### config.mk
export PLATFORM = sky130hd
export DESIGN_NAME = id_stage
export DESIGN_NICKNAME = d
export VERILOG_FILES = /design/src/rtl/id_stage.sv
export SDC_FILE = /design/constraint.sdc
export NUM_CORES = 2
export LEC_CHECK = 0
export ABC_AREA = 0
export CORE_AREA = 2 2 414 580
export CTS_BUF_LIST = sky130_fd_sc_hd__clkbuf_8
export DETAILED_ROUTE_END_ITERATION = 10
export DIE_AREA = 0 0 416 582
export GPL_TIMING_DRIVEN = 0
export HOLD_SLACK_MARGIN = 0.05
export SYNTH_ARGS = -nofsm -noshare
export SYNTH_HDL_FRONTEND = slang
export SYNTH_SLANG_ARGS = --single-unit
### constraint.sdc
create_clock -name CLK -period 16.4 [get_ports CLK]
set_clock_uncertainty 0.15 [all_clocks]
set_input_delay 2.46 -clock CLK [delete_from_list [all_inputs] [get_ports CLK]]
set_output_delay 2.46 -clock CLK [all_outputs]
set_load 0.02 [all_outputs]
### src/rtl/id_stage.sv
// Decode stage: IF/ID latch, register file, immediate extension, early branch/jump
// resolution, hazard stall and the ID/EX register. ID_BYPASS_EN adds writeback-to-read bypass.
module id_stage #(
   parameter logic [31:0] NOP_INS  = 32'h00000000,
   parameter int          RF_DEPTH = 32
) (
   input  logic        CLK,
   input  logic        RST,
   input  logic [31:0] IF_nextPC,
   input  logic [31:0] IF_Ins,
   input  logic        EX_RegWrite,
   input  logic        EX_MemRead,
   input  logic [4:0]  EX_Dst,
   input  logic        WB_WE,
   input  logic [4:0]  WB_Addr,
   input  logic [31:0] WB_Data,
   output logic        Stall,
   output logic        Redirect,
   output logic [31:0] TargetPC,
   output logic        ID_Valid,
   output logic [5:0]  ID_Opcode,
   output logic [5:0]  ID_Funct,
   output logic [4:0]  ID_Rs,
   output logic [4:0]  ID_Rt,
   output logic [4:0]  ID_Rd,
   output logic [31:0] ID_RsData,
   output logic [31:0] ID_RtData,
   output logic [31:0] ID_Imm,
   output logic [31:0] ID_nextPC
);

   localparam logic [5:0] OP_RTYPE = 6'h00;
   localparam logic [5:0] OP_J     = 6'h02;
   localparam logic [5:0] OP_JAL   = 6'h03;
   localparam logic [5:0] OP_BEQ   = 6'h04;
   localparam logic [5:0] OP_BNE   = 6'h05;
   localparam logic [5:0] OP_ANDI  = 6'h0C;
   localparam logic [5:0] OP_ORI   = 6'h0D;
   localparam logic [5:0] OP_XORI  = 6'h0E;
   localparam logic [5:0] OP_LUI   = 6'h0F;
   localparam logic [5:0] OP_SW    = 6'h2B;

   logic [31:0] ifid_ins_reg;
   logic [31:0] ifid_pc_reg;
   logic [31:0] rf_reg [0:RF_DEPTH-1];
   logic [RF_DEPTH-1:0] rf_wr_en;

   logic [5:0]  op;
   logic [4:0]  rs;
   logic [4:0]  rt;
   logic [4:0]  rd_dec;
   logic [31:0] imm_ext;
   logic [31:0] rs_data;
   logic [31:0] rt_data;
   logic        rs_used;
   logic        rt_used;
   logic        dep;
   logic        is_branch;
   logic        is_jump;
   logic        taken;
   logic [31:0] br_target;
   logic [31:0] j_target;

   logic        id_valid_reg;
   logic [5:0]  id_opcode_reg;
   logic [5:0]  id_funct_reg;
   logic [4:0]  id_rs_reg;
   logic [4:0]  id_rt_reg;
   logic [4:0]  id_rd_reg;
   logic [31:0] id_rsdata_reg;
   logic [31:0] id_rtdata_reg;
   logic [31:0] id_imm_reg;
   logic [31:0] id_nextpc_reg;

   // Per-register write strobes; register 0 is never written.
   generate
      for (genvar gi = 0; gi < RF_DEPTH; gi++) begin : g_rf_we
         assign rf_wr_en[gi] = (gi != 0) && WB_WE && (WB_Addr == 5'(gi));
      end
   endgenerate

   always_ff @(posedge CLK) begin
      if (RST) begin
         for (int i = 0; i < RF_DEPTH; i++) rf_reg[i] <= '0;
      end else begin
         for (int i = 0; i < RF_DEPTH; i++)
            if (rf_wr_en[i]) rf_reg[i] <= WB_Data;
      end
   end

   always_ff @(posedge CLK) begin
      if (RST) begin
         ifid_ins_reg <= NOP_INS;
         ifid_pc_reg  <= '0;
      end else if (Redirect) begin
         ifid_ins_reg <= NOP_INS;
         ifid_pc_reg  <= '0;
      end else if (!Stall) begin
         ifid_ins_reg <= IF_Ins;
         ifid_pc_reg  <= IF_nextPC;
      end
   end

   assign op     = ifid_ins_reg[31:26];
   assign rs     = ifid_ins_reg[25:21];
   assign rt     = ifid_ins_reg[20:16];
   assign rd_dec = (op == OP_JAL) ? 5'd31 : ifid_ins_reg[15:11];

   always_comb begin
      case (op)
         OP_ANDI, OP_ORI, OP_XORI: imm_ext = {16'h0000, ifid_ins_reg[15:0]};
         OP_LUI:                   imm_ext = {ifid_ins_reg[15:0], 16'h0000};
         default:                  imm_ext = {{16{ifid_ins_reg[15]}}, ifid_ins_reg[15:0]};
      endcase
   end

   always_comb begin
      rs_data = (rs == 5'd0) ? 32'h0 : rf_reg[rs];
      rt_data = (rt == 5'd0) ? 32'h0 : rf_reg[rt];
`ifdef ID_BYPASS_EN
      if (WB_WE && (WB_Addr != 5'd0) && (WB_Addr == rs)) rs_data = WB_Data;
      if (WB_WE && (WB_Addr != 5'd0) && (WB_Addr == rt)) rt_data = WB_Data;
`endif
   end

   // Jumps carry no register sources; Rt is a source only for these opcodes.
   assign rs_used   = (op != OP_J) && (op != OP_JAL);
   assign rt_used   = (op == OP_RTYPE) || (op == OP_SW) || (op == OP_BEQ) || (op == OP_BNE);
   assign dep       = (EX_Dst != 5'd0) &&
                      ((rs_used && (EX_Dst == rs)) || (rt_used && (EX_Dst == rt)));
   assign is_branch = (op == OP_BEQ) || (op == OP_BNE);
   assign is_jump   = (op == OP_J) || (op == OP_JAL);

   assign Stall = (EX_MemRead && dep) || (is_branch && EX_RegWrite && dep);

   always_comb begin
      taken = 1'b0;
      case (op)
         OP_BEQ:       taken = (rs_data == rt_data);
         OP_BNE:       taken = (rs_data != rt_data);
         OP_J, OP_JAL: taken = 1'b1;
         default:      taken = 1'b0;
      endcase
   end

   assign br_target = ifid_pc_reg + {{14{ifid_ins_reg[15]}}, ifid_ins_reg[15:0], 2'b00};
   assign j_target  = {ifid_pc_reg[31:28], ifid_ins_reg[25:0], 2'b00};
   assign Redirect  = taken && !Stall;
   assign TargetPC  = !Redirect ? 32'h0 : (is_jump ? j_target : br_target);

   always_ff @(posedge CLK) begin
      if (RST || Stall) begin
         id_valid_reg  <= 1'b0;
         id_opcode_reg <= '0;
         id_funct_reg  <= '0;
         id_rs_reg     <= '0;
         id_rt_reg     <= '0;
         id_rd_reg     <= '0;
         id_rsdata_reg <= '0;
         id_rtdata_reg <= '0;
         id_imm_reg    <= '0;
         id_nextpc_reg <= '0;
      end else begin
         id_valid_reg  <= (ifid_ins_reg != NOP_INS);
         id_opcode_reg <= op;
         id_funct_reg  <= ifid_ins_reg[5:0];
         id_rs_reg     <= rs;
         id_rt_reg     <= rt;
         id_rd_reg     <= rd_dec;
         id_rsdata_reg <= rs_data;
         id_rtdata_reg <= rt_data;
         id_imm_reg    <= imm_ext;
         id_nextpc_reg <= ifid_pc_reg;
      end
   end

   assign ID_Valid  = id_valid_reg;
   assign ID_Opcode = id_opcode_reg;
   assign ID_Funct  = id_funct_reg;
   assign ID_Rs     = id_rs_reg;
   assign ID_Rt     = id_rt_reg;
   assign ID_Rd     = id_rd_reg;
   assign ID_RsData = id_rsdata_reg;
   assign ID_RtData = id_rtdata_reg;
   assign ID_Imm    = id_imm_reg;
   assign ID_nextPC = id_nextpc_reg;

endmodule

==> metrics.md <==
| Metric | Value |
|---|---|
| Via-per-instance ratio | `5.325` |
| Die ar. | `242,100 sq um` |
| Gate power share | `0.186` |
| Flop pwr share | `0.483` |
| Slew at the pin closest to its max-slew limit | `1499 ps` |
| # setup viols final | `0` |
| Met1 Usage GRT | `0.2144` |
| Nets | `5,134` |
| Reg clk slew, reported paths | `60 ps` |
| Yosys reg bits | `1,222` |
| # Post-CTS Setup Buffers | `0` |
| Ratio of cells with drive above 1 in the final layout | `0.1594` |
| Relative slew slack | `0.0003838` |
| Tcrit/Tclk final | `0.7306` |
| Worst hold slack | `359.3 ps` |
| Post-Syn Instances | `4,465` |
| Die width | `416 um` |
| DRT Pass-1 Iters | `6` |
| Worst R2R End | `ifid_ins_reg[20]` |
| Global-route usage over all layers | `0.2065` |
| Starting DRC count in detailed routing | `5,023` |
| Final Core Density | `0.2968` |
| Leak | `24.23 nW` |
| GR Overflow Total | `0` |
| Std cell rows | `212` |
| Worst skew pair latency | `1030 ps` |
| Met2 Use GR | `0.3606` |
| # fillers | `23,990` |
| Max reg flops | `992` |
| Final std cells w/o fill | `8,259` |
| Final TNS setup | `0 ps` |
| I/O Buffers | `296` |
| Root buffer cell | `clkbuf_8` |
| Number of H-tree levels | `4` |
| Crit Path Class | `reg -> out` |
| Crit-path most repeated cell | `clkbuf_1` |
| Final WL | `258,800 um` |
| # IOs | `301` |
| Crit path cell chain | `clkbuf_1 > clkinv_1 > nand2_1 > clkbuf_1 > nor3_1 > or4_1 > xor2_1 > nor4_1 > nand4_1 > nor2_2 > mux2i_1 > buf_4 > and2_1 > clkdlybuf4s50_1` |
| Fin crit period | `11,980 ps` |
| Max-cap violations | `1` |
| Post-synth net total | `4,606` |
| Drt wl/cell | `31.33 um` |
| Initial antenna violation count | `24` |
| First-pass GRT wire length | `350,600 um` |
| GR peak layer | `met2` |
| Worst min-delay path category | `reg -> reg` |
| Total CTS buffers | `186` |
| Worst EP arrival | `9370 ps` |
| Clock power share | `0.331` |
| Hold Crit Start | `ifid_pc_reg[14]` |
| Fmax | `83.46 MHz` |
| Max IR drop VDD | `0.08738 mV` |
| CP max-delay cell | `nor4_1` |
| Sw frac | `0.3092` |
| ANT nets after route | `0` |
| R2r worst-path depth | `14` |
| Worst-path fanout max | `10` |
| Most frequent cells after synthesis | `edfxtp_1 (992), nor2_1 (659), mux2i_1 (569), clkbuf_1 (266), o22ai_1 (248)` |
| CP top delay family | `buffers and inverters` |
| Startpoint Class | `register` |
| CTS tree | `built` |
| Hold depth | `1` |
| Netlist Area Pre-Place | `58,970 sq um` |
| DRC | `0` |
| Vias in the first global route | `44,840` |
| CTS Sinks | `1,222` |
| Sequential share of the synthesized area | `0.5833` |
| Failing checks | `capacitance limit` |
| Main synth FF type | `edfxtp_1` |
| WHS Endpoint | `ID_nextPC[14]` |
| Number of flops mapped to enable cells by yosys | `992` |
| Async set-reset flop share out of synthesis | `0` |
| Worst Setup End Kind | `output port` |
| Synth Warn # | `0` |
| Vias | `43,980` |
| # hold bufs at CTS | `0` |
| Met3 Resource Use GR | `0.04701` |
| Status | `finished, violations left` |
| R2R setup slack | `8210 ps` |
| Slew Limit Fails | `0` |
| PwrDens | `109.0 nW/um^2` |
| Final hold violations | `0` |
| Number of gates resized after CTS | `0` |
| Synth area leader | `edfxtp_1` |
| Int Pwr | `5.302 mW` |
| NetSw | `2.373 mW` |
| Post-synth cell types | `70` |
| Synth top area share | `0.5052` |
| WP buf/inv | `5` |
| Gpl congestion | `1.053` |
| Core Box Area | `237,400 sq um` |
| Area Growth Syn to Fin | `19.48%` |
| Critical path's largest stage delay | `1120 ps` |
| Synth top area cells | `edfxtp_1 (51%), mux2i_1 (9.7%), dfxtp_1 (7.8%), mux4_2 (7.6%), nor2_1 (4.2%)` |
| Post-DP HPWL | `196,200 um` |
| WP data required | `13,790 ps` |
| RSZ-0062 raised after global routing | `false` |
| Count leader, synth | `edfxtp_1` |
| Largest net degree at the start of global routing | `33` |
| Initial core utilization | `0.2484` |
| Die height | `582 um` |
| Clock Path Buffers | `3` |
| Syn Area/Cell | `13.21 sq um` |
| DP Cell Count | `7,908` |
[per-layer routing]
| metal | wire length, um | up-vias |
|---|---|---|
| li1 | - | 18260 |
| met1 | 85720 | 22030 |
| met2 | 127700 | 2793 |
| met3 | 22380 | 871 |
| met4 | 22870 | 24 |
| met5 | 135 | - |
[cell usage in the layout (no fill, tap or decap), types with 25 or more instances in the layout]
| master | n |
|---|---|
| a21oi_1 | 66 |
| a221o_1 | 65 |
| a221oi_1 | 63 |
| and3_1 | 64 |
| buf_2 | 32 |
| buf_4 | 69 |
| buf_6 | 25 |
| clkbuf_1 | 265 |
| clkbuf_8 | 196 |
| clkdlybuf4s50_1 | 296 |
| clkinv_1 | 40 |
| clkinv_2 | 31 |
| dfxtp_1 | 230 |
| edfxtp_1 | 992 |
| ha_1 | 29 |
| inv_1 | 110 |
| mux2_2 | 129 |
| mux2i_1 | 569 |
| mux4_2 | 200 |
| nand2_1 | 105 |
| nor2_1 | 659 |
| nor3_1 | 158 |
| nor3_2 | 40 |
| o21a_1 | 66 |
| o21ai_0 | 26 |
| o22ai_1 | 248 |
| or4_1 | 67 |
| xor2_1 | 42 |
[power groups by stage]
stage          Sequential (mW)  Combinational (mW)  Clock, mW
6_report                  3.71                1.43       2.54
5_1_grt                   3.73                1.46       2.67
4_1_cts                   3.70                1.39       2.55
3_5_place_dp              3.77                1.39          0
3_3_place_gp              3.77                1.35          0
2_1_floorplan             3.76               0.730          0
[worst register-to-register path, delay by kind of cell, from the launching register on]
kind,cells,cell delay [ps]
flip-flops,1,310
buffers and inverters,5,3310
AND/OR/NAND/NOR,7,3170
XOR/XNOR,1,220
multiplexers,1,880
[cell families (layout without fill, tap and decap cells)]
logic type               count (synthesis)  count (layout)  synth area share
adder cells (fa/ha/maj)                 30              30          0.006493
multiplexers                           898             898            0.1976
buffers and inverters                  451            1136           0.03690
other                                    0               6                 0
AO/OA/AOI/OAI                          606             606           0.07223
AND/OR/NAND/NOR                       1201            1201           0.09502
flip-flops                            1222            1222            0.5833
XOR/XNOR                                57              57          0.008467
[layout make-up]
| type | instances | area, sq um | share of cell area |
|---|---|---|---|
| buffer | 397 | 1974 | 0.02803 |
| sequential | 1222 | 34390 | 0.4882 |
| tap | 3103 | 3882 | 0.05511 |
| clock buffer | 196 | 2698 | 0.03829 |
| antenna | 6 | 15.01 | 0.0002131 |
| timing repair buffer | 340 | 3779 | 0.05364 |
| clock inverter | 149 | 914.6 | 0.01298 |
| inverter | 54 | 202.7 | 0.002877 |
| multi-input combinational | 2792 | 22590 | 0.3207 |
[worst max path at each step]
| stage | start | endpoint | cells after the start |
|---|---|---|---|
| finish | register | TargetPC[1] | 14 |
| global route | register | TargetPC[1] | 14 |
| CTS | register | TargetPC[1] | 14 |
| detailed placement | register | TargetPC[1] | 14 |
| global placement | WB_WE | rf_reg[18][12] | 3 |
| floorplan | EX_Dst[1] | TargetPC[19] | 9 |
[metrics by stage]
| stage | total power, mW | setup slack, ps | instance area [sq um] |
|---|---|---|---|
| detailed placement | 5.153 | 6013 | 66820 |
| floorplan | 4.490 | 9155 | 58970 |
| global placement | 5.117 | 4424 | 65810 |
| global route | 7.851 | 4711 | 70440 |
| finish | 7.676 | 4418 | 70450 |
| CTS | 7.643 | 4922 | 70440 |
No activity file was read; power rests on OpenSTA's default activity.
